[src/rtl/segment_transition_ctl.sv]
// Segment-swap scheduler for one two-segment read datapath (MOD or STM).
// Arms a requested segment switch, fires it on its mode's condition, then counts loops until STOP.
module segment_transition_ctl #(
    parameter int TimeWidth = 64,
    parameter int RepWidth  = 16
) (
    input  logic                 clk_i,
    input  logic                 rst_ni,
    input  logic                 update_settings_i,
    input  logic                 req_rd_segment_i,
    input  logic [7:0]           transition_mode_i,
    input  logic [TimeWidth-1:0] transition_value_i,
    input  logic [RepWidth-1:0]  rep_i,
    input  logic [TimeWidth-1:0] sys_time_i,
    input  logic [3:0]           gpio_in_i,
    input  logic                 loop_end_i,
    output logic                 segment_o,
    output logic                 segment_changed_o,
    output logic                 stop_o,
    output logic                 pending_o,
    output logic                 req_err_o
);

    localparam logic [7:0] ModeSyncIdx = 8'h00;
    localparam logic [7:0] ModeSysTime = 8'h01;
    localparam logic [7:0] ModeGpio    = 8'h02;
    localparam logic [7:0] ModeExt     = 8'hF0;

    typedef enum logic {ST_IDLE, ST_WAIT} state_e;

    state_e                state_q, state_d;
    logic                  seg_q, seg_d;
    logic [7:0]            mode_q, mode_d;
    logic [TimeWidth-1:0]  val_q, val_d;
    logic [RepWidth-1:0]   rep_q, rep_d;
    logic                  gpio_prev_q, gpio_prev_d;
    logic                  segment_q, segment_d;
    logic                  seg_chg_q, seg_chg_d;
    logic                  stop_q, stop_d;
    logic                  req_err_q, req_err_d;
    logic [RepWidth-1:0]   rep_cnt_q, rep_cnt_d;
    logic [RepWidth-1:0]   rep_lim_q, rep_lim_d;

    logic pin_cur;
    logic fire;
    logic mode_known;

    always_ff @(posedge clk_i or negedge rst_ni) begin
        if (!rst_ni) begin
            state_q     <= ST_IDLE;
            seg_q       <= 1'b0;
            mode_q      <= 8'h00;
            val_q       <= '0;
            rep_q       <= '1;
            gpio_prev_q <= 1'b0;
            segment_q   <= 1'b0;
            seg_chg_q   <= 1'b0;
            stop_q      <= 1'b0;
            req_err_q   <= 1'b0;
            rep_cnt_q   <= '0;
            rep_lim_q   <= '1;
        end else begin
            state_q     <= state_d;
            seg_q       <= seg_d;
            mode_q      <= mode_d;
            val_q       <= val_d;
            rep_q       <= rep_d;
            gpio_prev_q <= gpio_prev_d;
            segment_q   <= segment_d;
            seg_chg_q   <= seg_chg_d;
            stop_q      <= stop_d;
            req_err_q   <= req_err_d;
            rep_cnt_q   <= rep_cnt_d;
            rep_lim_q   <= rep_lim_d;
        end
    end

    always_comb begin
        state_d     = state_q;
        seg_d       = seg_q;
        mode_d      = mode_q;
        val_d       = val_q;
        rep_d       = rep_q;
        segment_d   = segment_q;
        seg_chg_d   = 1'b0;
        stop_d      = stop_q;
        req_err_d   = 1'b0;
        rep_cnt_d   = rep_cnt_q;
        rep_lim_d   = rep_lim_q;
        pin_cur     = gpio_in_i[val_q[1:0]];
        gpio_prev_d = pin_cur;
        fire        = 1'b0;
        mode_known  = 1'b0;

        if (state_q == ST_WAIT) begin
            case (mode_q)
                ModeExt:     fire = 1'b1;
                ModeSyncIdx: fire = loop_end_i | stop_q;
                ModeSysTime: fire = (sys_time_i >= val_q);
                ModeGpio:    fire = pin_cur & ~gpio_prev_q;
                default:     fire = 1'b0;
            endcase
        end

        case (transition_mode_i)
            ModeExt, ModeSyncIdx, ModeSysTime, ModeGpio: mode_known = 1'b1;
            default:                                     mode_known = 1'b0;
        endcase

        // Loop counting for the segment currently playing; a fire below overrides it.
        if (loop_end_i && !stop_q && (rep_lim_q != '1)) begin
            if (rep_cnt_q == rep_lim_q) stop_d = 1'b1;
            else                        rep_cnt_d = rep_cnt_q + 1'b1;
        end

        if (fire) begin
            segment_d = seg_q;
            seg_chg_d = (seg_q != segment_q);
            rep_lim_d = rep_q;
            rep_cnt_d = '0;
            stop_d    = 1'b0;
            state_d   = ST_IDLE;
        end

        // A request coincident with a fire is judged against the post-fire state.
        if (update_settings_i) begin
            if (!mode_known) begin
                req_err_d = 1'b1;
            end else if ((state_d == ST_IDLE) && (req_rd_segment_i == segment_d)) begin
                rep_lim_d = rep_i;
                rep_cnt_d = '0;
                stop_d    = 1'b0;
            end else begin
                seg_d       = req_rd_segment_i;
                mode_d      = transition_mode_i;
                val_d       = transition_value_i;
                rep_d       = rep_i;
                gpio_prev_d = gpio_in_i[transition_value_i[1:0]];
                state_d     = ST_WAIT;
            end
        end
    end

    assign segment_o         = segment_q;
    assign segment_changed_o = seg_chg_q;
    assign stop_o            = stop_q;
    assign pending_o         = (state_q == ST_WAIT);
    assign req_err_o         = req_err_q;

endmodule

[config.mk]
export PLATFORM = sky130hd
export DESIGN_NAME = segment_transition_ctl
export DESIGN_NICKNAME = d
export VERILOG_FILES = /design/src/rtl/segment_transition_ctl.sv
export SDC_FILE = /design/constraint.sdc
export NUM_CORES = 1
export LEC_CHECK = 0
export CAP_MARGIN = 20
export CORE_MARGIN = 3
export CORE_UTILIZATION = 56
export DETAILED_ROUTE_END_ITERATION = 16
export PLACE_DENSITY = 0.87
export SLEW_MARGIN = 5
export SYNTH_ARGS = -nofsm -noshare
export SYNTH_HDL_FRONTEND = slang
export SYNTH_SLANG_ARGS = --single-unit
[constraint.sdc]
create_clock -name clk_i -period 4.8 [get_ports clk_i]
set_input_delay 0.48 -clock clk_i [delete_from_list [all_inputs] [get_ports clk_i]]
set_output_delay 0.48 -clock clk_i [all_outputs]
set_load 0.05 [all_outputs]
==> impl_metrics.csv, run 1 <==
group,metric,value,unit
timing,tns,0,ns
clocking,clk_latency,0.41,ns
floorplanning,start_util,0.586,
floorplanning,die_y,122,um
power_and_ir_drop,cellPowerDensity,325,nW/um^2
place,placed_cells,950,
place,dp_hpwl,13400,um
place,port_buffers,165,
drt,firstDrtPassIters,5,
yosys,synth.distinct_cells,48,
cells_and_area,nets,1024,
power_and_ir_drop,p_switching,0.837,mW
timing,fin_crit_sh,0.735,
drt,drt_iter0_markers,219,
power_and_ir_drop,p_int,2.38,mW
timing,holdWs,-0.00648,ns
floorplanning,io_pins,166,
timing,setup_viol,0,
worst_setup_path,r2r_cells,10,
place,gp_congestion,0.895,
clocking,cts_resized,0,
power_and_ir_drop,power_frac_comb,0.207,
yosys,yosysSeqAreaShare,0.426,
worst_setup_path,endpoint,"rep_lim_q[6]",
clocking,root_buffer,"clkbuf_16",
timing,finalClockSkew,0.00829,ns
cells_and_area,synthToLayoutAreaGrowth,31.2,%
clocking,cts.sinks,127,
yosys,synth_cells,623,
timing,rsz0062_at_grt,"no",
yosys,syn_nets,849,
timing,max_freq,284,MHz
hold_path,hp-class,"in2async",
cells_and_area,stdcell_count,983,
worst_setup_path,ff2ff_setup_slack,1.33,ns
grt,grt_max_degree,88,
clocking,hold_buffers,0,
drt,vias,5445,
grt,antenna_found_initial,0,
worst_setup_path,critPathKind,"in2reg",
timing,hold_viol,14,
yosys,ys_top_cells_by_area,"dfrtp_1 (31%), mux2_4 (18%), dfstp_2 (11%)",
grt,grtUsageTotal,0.256,
clocking,clk_path_buf_depth,2,
power_and_ir_drop,max-vdd-ir-drop,0.000253,V
worst_setup_path,worstPathArrival,3.86,ns
floorplanning,dieArea,14900,sq um
drt,wire_per_inst,18.4,um
yosys,synth_edf_count,0,
yosys,yosys_warnings,0,
worst_setup_path,cp_max_fo,18,
timing,relSlewSlack,0.343,
power_and_ir_drop,clkPwrFrac,0.382,
yosys,ys_seq_elements,127,
grt,grt_pass1_vias,6006,
clocking,cts_inserted_buffers,17,
clocking,clkTransAtPathRegs,0.06,ns
yosys,yosys.area.top_type,"dfrtp_1",
drt,routed_wl,18100,um
yosys,synth_area_per_cell,12.1,sq um
floorplanning,coreArea,12900,sq um
drt,ant_nets,0,
timing,worst_pin_slew,0.986,ns
grt,grt_pass1_wl,29500,um
cells_and_area,diodes,0,
worst_setup_path,cp-start-kind,"input port",
power_and_ir_drop,cellLeakagePower,4.40,nW
yosys,async_flop_share,1.00,
yosys,synth_ff_type,"dfrtp_1",
clocking,cts_tree,"built",
worst_setup_path,setup.worst_path.start,"sys_time_i[11]",
worst_setup_path,r2r_start,"val_q[11]",
floorplanning,rows,41,
timing,slew_violations,0,
power_and_ir_drop,totalPowerFinal,3.22,mW
floorplanning,die_w,122,um
power_and_ir_drop,swShare,0.260,
worst_setup_path,reg2reg_to,"rep_lim_q[6]",
drt,avgViaCountPerCell,5.54,
drt,drc_errors,0,
timing,period_minus_slack,3.53,ns
flow_run,drv_cap,0,
power_and_ir_drop,seqPwrFrac,0.411,
cells_and_area,drive_gt1_frac,0.216,
yosys,yosysTopAreaCellShare,0.315,
worst_setup_path,cp_data_required_time,5.13,ns
status,violations,"negative hold slack",
worst_setup_path,critPathCaptureType,"flop",
clocking,htreeDepth,4,
status,status,"complete, but fails checks",
clocking,post-cts-setup-buffers,0,
yosys,syn_area,7550,sq um
grt,overflow,0,
logic make-up (layout without fill, tap and decap cells):
family	after synthesis	after routing	synth area share
AO/OA/AOI/OAI	69	69	0.0573
XOR/XNOR	34	34	0.0394
adder cells (fa/ha/maj)	65	65	0.108
buffers and inverters	84	272	0.0542
flip-flops	127	127	0.426
multiplexers	124	124	0.232
AND/OR/NAND/NOR	120	120	0.0835
synth_stat cells (all sizes together) (2+ instances only):
master,instances
nor2,34
o211ai,4
xnor2,13
a21oi,30
nand3,7
inv,70
mux2,121
dfstp,32
a31oi,2
a2111oi,2
o21ai,18
nor4,6
a21o,2
and4,5
mux4,2
xor2,21
nand4,18
a221oi,3
nand2b,2
dfrtp,95
nor3,3
and3,6
buf,14
nor2b,9
a22oi,2
nand2,20
ha,65
and2,4
o21a,2
metrics by stage:
stage                     setup WS (ns)   util  instance area (sq um)  hold WS (ns)
after global placement            0.971  0.723                   9320         0.492
after global routing               1.10  0.769                   9900       0.00525
after CTS                          1.29  0.767                   9880         0.318
after detailed placement          0.854  0.723                   9320         0.492
after floorplan                    1.96      -                   7550         0.184
final                              1.27  0.769                   9900      -0.00648
power by group through the flow:
stage          logic (mW)  clock network, mW  registers, mW
2_1_floorplan       0.385                  0           1.31
3_3_place_gp        0.610                  0           1.32
3_5_place_dp        0.653                  0           1.33
4_1_cts             0.662               1.25           1.32
5_1_grt             0.736               1.29           1.34
6_report            0.665               1.23           1.32
area by class of cell:
class                      instances  area [sq um]
clock inverter                     7          85.1
fill                             792          2970
sequential                       127          3220
tap                              172           215
timing repair buffer             170          1720
inverter                          70           263
clock buffer                      25           475
multi-input combinational        412          3930
sequential cells by signal (all words and copies together), names as in the netlist, 8 cells and up:
name	flops
rep_q	16
rep_cnt_q	16
val_q	64
rep_lim_q	16
mode_q	8
metal layers:
metal	up-vias	wire (um)	track usage
met4	0	632	0.120
met2	183	9350	0.448
li1	2538	-	-
met3	48	1030	0.0604
met5	-	0	0
met1	2676	7070	0.296
worst max-delay path, stage by stage:
cell             delay, ns
clkdlybuf4s50_1       0.42
ha_1                  0.32
and4_1                0.24
o211ai_1              0.11
o31a_1                0.31
a31oi_1               0.34
nor2_1                0.13
o21ai_2               0.79
mux2_2                0.42
mux2_1                0.29
worst min path at each step:
| stage | from | to | slack [ns] | depth (start not counted) |
|---|---|---|---|---|
| 2_1_floorplan | rst_ni | gpio_prev_q | 0.18 | 0 |
| 3_3_place_gp | val_q[56] | val_q[56] | 0.49 | 1 |
| 3_5_place_dp | val_q[13] | val_q[13] | 0.49 | 1 |
| 4_1_cts | rst_ni | val_q[22] | 0.32 | 1 |
| 5_1_grt | rst_ni | val_q[29] | 0.005 | 1 |
| 6_report | rst_ni | val_q[41] | -0.006 | 1 |
placed cells by master (no fill, tap or decap), types with 3 or more instances in the layout:
master and count:
clkdlybuf4s50_1 164, dfrtp_1 95, mux2_4 88, inv_1 70
ha_1 65, nor2_1 34, dfstp_2 32, a21oi_1 30
xor2_1 21, nand2_1 20, nand4_1 18, mux2_1 17
clkbuf_16 17, mux2_2 16, xnor2_1 13, o21ai_0 12
nor2b_1 9, nand3_1 7, and3_1 6, clkbuf_1 6
o21ai_1 5, and4_1 5, nor4_1 5, clkinv_2 5
and2_1 4, o211ai_1 4, buf_4 4, a221oi_1 3
nor3_1 3
(Power assumes the default switching activity.)
==> run 2, diff against run 1 <==
--- a/config.mk
+++ b/config.mk
@@ -7,9 +7,9 @@
 export LEC_CHECK = 0
 export CAP_MARGIN = 20
 export CORE_MARGIN = 3
-export CORE_UTILIZATION = 56
+export CORE_UTILIZATION = 52
 export DETAILED_ROUTE_END_ITERATION = 16
-export PLACE_DENSITY = 0.87
+export PLACE_DENSITY = 0.82
 export SLEW_MARGIN = 5
 export SYNTH_ARGS = -nofsm -noshare
 export SYNTH_HDL_FRONTEND = slang
==> constraint.sdc (replaced) <==
create_clock -name clk_i -period 3.4 [get_ports clk_i]
set_input_delay 0.34 -clock clk_i [delete_from_list [all_inputs] [get_ports clk_i]]
set_output_delay 0.34 -clock clk_i [all_outputs]
set_load 0.05 [all_outputs]
==> run 2 against run 1 <==
Net effect: the run now ends clean; register-to-register slack worse by 0.90 ns; count of clock-buffer cells in the layout is 3 higher; critical path depth is 2 higher; die area is 7.3% higher; first-iteration DRC count is 9.6% lower; clock skew is 0.0090 ns higher; combinational power is 40% higher; clock power is 47% higher; sequential share of layout area is 0.51 points lower; via count is 0.40% lower; worst hold slack better by 0.039 ns; critical endpoint is now val_q[43]; highest routed layer unchanged.
==> impl_metrics.csv, run 2 (synthesis results as in run 1) <==
group,metric,value,unit
worst_setup_path,cp_data_required_time,3.70,ns
clocking,root_buffer,"clkbuf_16",
clocking,cts_resized,0,
flow_run,drv_cap,0,
drt,wl_met3,815,um
cells_and_area,multi_input_area,3930,sq um
grt,grtUsageTotal,0.240,
power_and_ir_drop,cellPowerDensity,458,nW/um^2
grt,overflow,0,
drt,wl_met2,9440,um
cells_and_area,seq_area,3220,sq um
worst_setup_path,crit_top_cell,"a21oi_1",
worst_setup_path,worstPathArrival,3.27,ns
grt,antenna_found_initial,0,
floorplanning,die_w,126,um
timing,finalClockSkew,0.0173,ns
cells_and_area,largest_reg_flops,64,
clocking,clkTransAtPathRegs,0.05,ns
grt,grt_pass1_wl,30300,um
cells_and_area,stdcell_count,999,
place,port_buffers,165,
grt,grt_pass1_vias,6125,
drt,avgViaCountPerCell,5.43,
drt,dr.max_layer_used,"met4",
worst_setup_path,max_stage_delay,0.37,ns
cells_and_area,layout_commonest_cell,"clkdlybuf4s50_1",
timing,tns,0,ns
worst_setup_path,critPathSlowestCell,"dfrtp_1",
timing,relSlewSlack,0.403,
timing,fin_crit_sh,0.873,
clocking,cts_tree,"built",
drt,vias,5423,
worst_setup_path,crit_chain,"inv_1 > ha_1 > a21oi_1 > o21ai_0 > a221oi_1 > o211ai_1 > a21oi_1 > a21oi_1 > nor3b_2 > buf_4 > buf_12 > mux2_4",
cells_and_area,drive_gt1_frac,0.227,
clocking,cts_inserted_buffers,17,
cells_and_area,most-common-layout-cells,"clkdlybuf4s50_1 (164), dfrtp_1 (95), mux2_4 (88)",
worst_setup_path,critPathCaptureType,"flop",
worst_setup_path,cp-start-kind,"flop",
timing,setup_viol,0,
place,place_ws,0.00639,ns
grt,grt_max_degree,70,
floorplanning,dieArea,16000,sq um
place,place_area,9470,sq um
clocking,clk_path_buf_depth,2,
floorplanning,die_y,126,um
cells_and_area,final_util,0.717,
clocking,post-cts-setup-buffers,0,
power_and_ir_drop,cellLeakagePower,4.46,nW
drt,wire_per_inst,18.4,um
timing,worst_pin_slew,0.895,ns
clocking,htreeDepth,4,
drt,ant_nets,0,
timing,hold_viol,0,
cells_and_area,post-route-cell-area,10100,sq um
cells_and_area,largest_register,"val_q",
floorplanning,coreArea,14000,sq um
place,dp_hpwl,14200,um
cells_and_area,synthToLayoutAreaGrowth,33.3,%
drt,firstDrtPassIters,4,
floorplanning,io_pins,166,
place,gp_congestion,0.946,
floorplanning,start_util,0.538,
timing,finalWorstSetupSlack,0.431,ns
drt,drc_errors,0,
cells_and_area,diodes,0,
hold_path,hp-class,"in2async",
power_and_ir_drop,max-vdd-ir-drop,0.000389,V
timing,holdWs,0.0323,ns
worst_setup_path,critPathKind,"reg2reg",
cells_and_area,nets,1032,
clocking,hold_buffers,0,
status,status,"completed",
clocking,clk_latency,0.43,ns
power_and_ir_drop,totalPowerFinal,4.60,mW
timing,slew_violations,0,
worst_setup_path,cp_max_fo,26,
place,placed_cells,967,
cells_and_area,fillCellCount,919,
drt,met1_length,7450,um
drt,drt_iter0_markers,198,
timing,rsz0062_at_grt,"no",
drt,routed_wl,18400,um
clocking,cts.sinks,127,
timing,period_minus_slack,2.97,ns
floorplanning,rows,43,
timing,max_freq,337,MHz
-- run 2: changes by cell type in the layout (fill, tap and decap cells not counted), sizes merged --
cell	delta
clkbuf	+3
clkinv	-3
bufinv	-1
clkinvlp	+1
buf	+8
-- run 2: worst max-delay path, delay by kind of cell, from the launching register on --
family / cells / cell delay (ns)
compound gates: 6 / 1.12
fa+ha+maj: 1 / 0.31
buf+inv: 3 / 0.52
flops: 1 / 0.37
mux: 1 / 0.33
simple gates: 1 / 0.19
-- run 2: cell type report --
| class | count | share of cell area |
|---|---|---|
| clock inverters | 4 | 0.00473 |
| multi-input cells | 412 | 0.390 |
| well taps | 180 | 0.0224 |
| flip-flops and latches | 127 | 0.320 |
| inverters | 70 | 0.0261 |
| clock buffers | 28 | 0.0543 |
| repair buffers | 178 | 0.182 |
-- run 2: final timing paths --
kind / startpoint / to / slack [ns] / depth (start not counted)
max reg2reg: val_q[19] / val_q[43] / 0.43 / 12
max: val_q[19] / val_q[43] / 0.43 / 12
min: rst_ni / rep_cnt_q[8] / 0.03 / 1
min in group clk_i: val_q[21] / val_q[21] / 0.51 / 1
min reg2reg: val_q[21] / val_q[21] / 0.51 / 1
max in group asynchronous: rst_ni / rep_q[12] / 2.53 / 2
-- run 2: layer usage --
metal  vias to the layer above  track usage
met5                         -            0
met2                       178        0.408
li1                       2552            -
met1                      2647        0.285
met4                         0        0.109
met3                        46       0.0636
-- run 2: where the power goes --
group / internal [mW] / leakage [nW] / switching (mW) / total [mW]
registers: 1.71 / 1.61 / 0.156 / 1.87
logic: 0.543 / 2.56 / 0.388 / 0.931
clock network: 1.16 / 0.293 / 0.647 / 1.81
total: 3.41 / 4.46 / 1.19 / 4.60
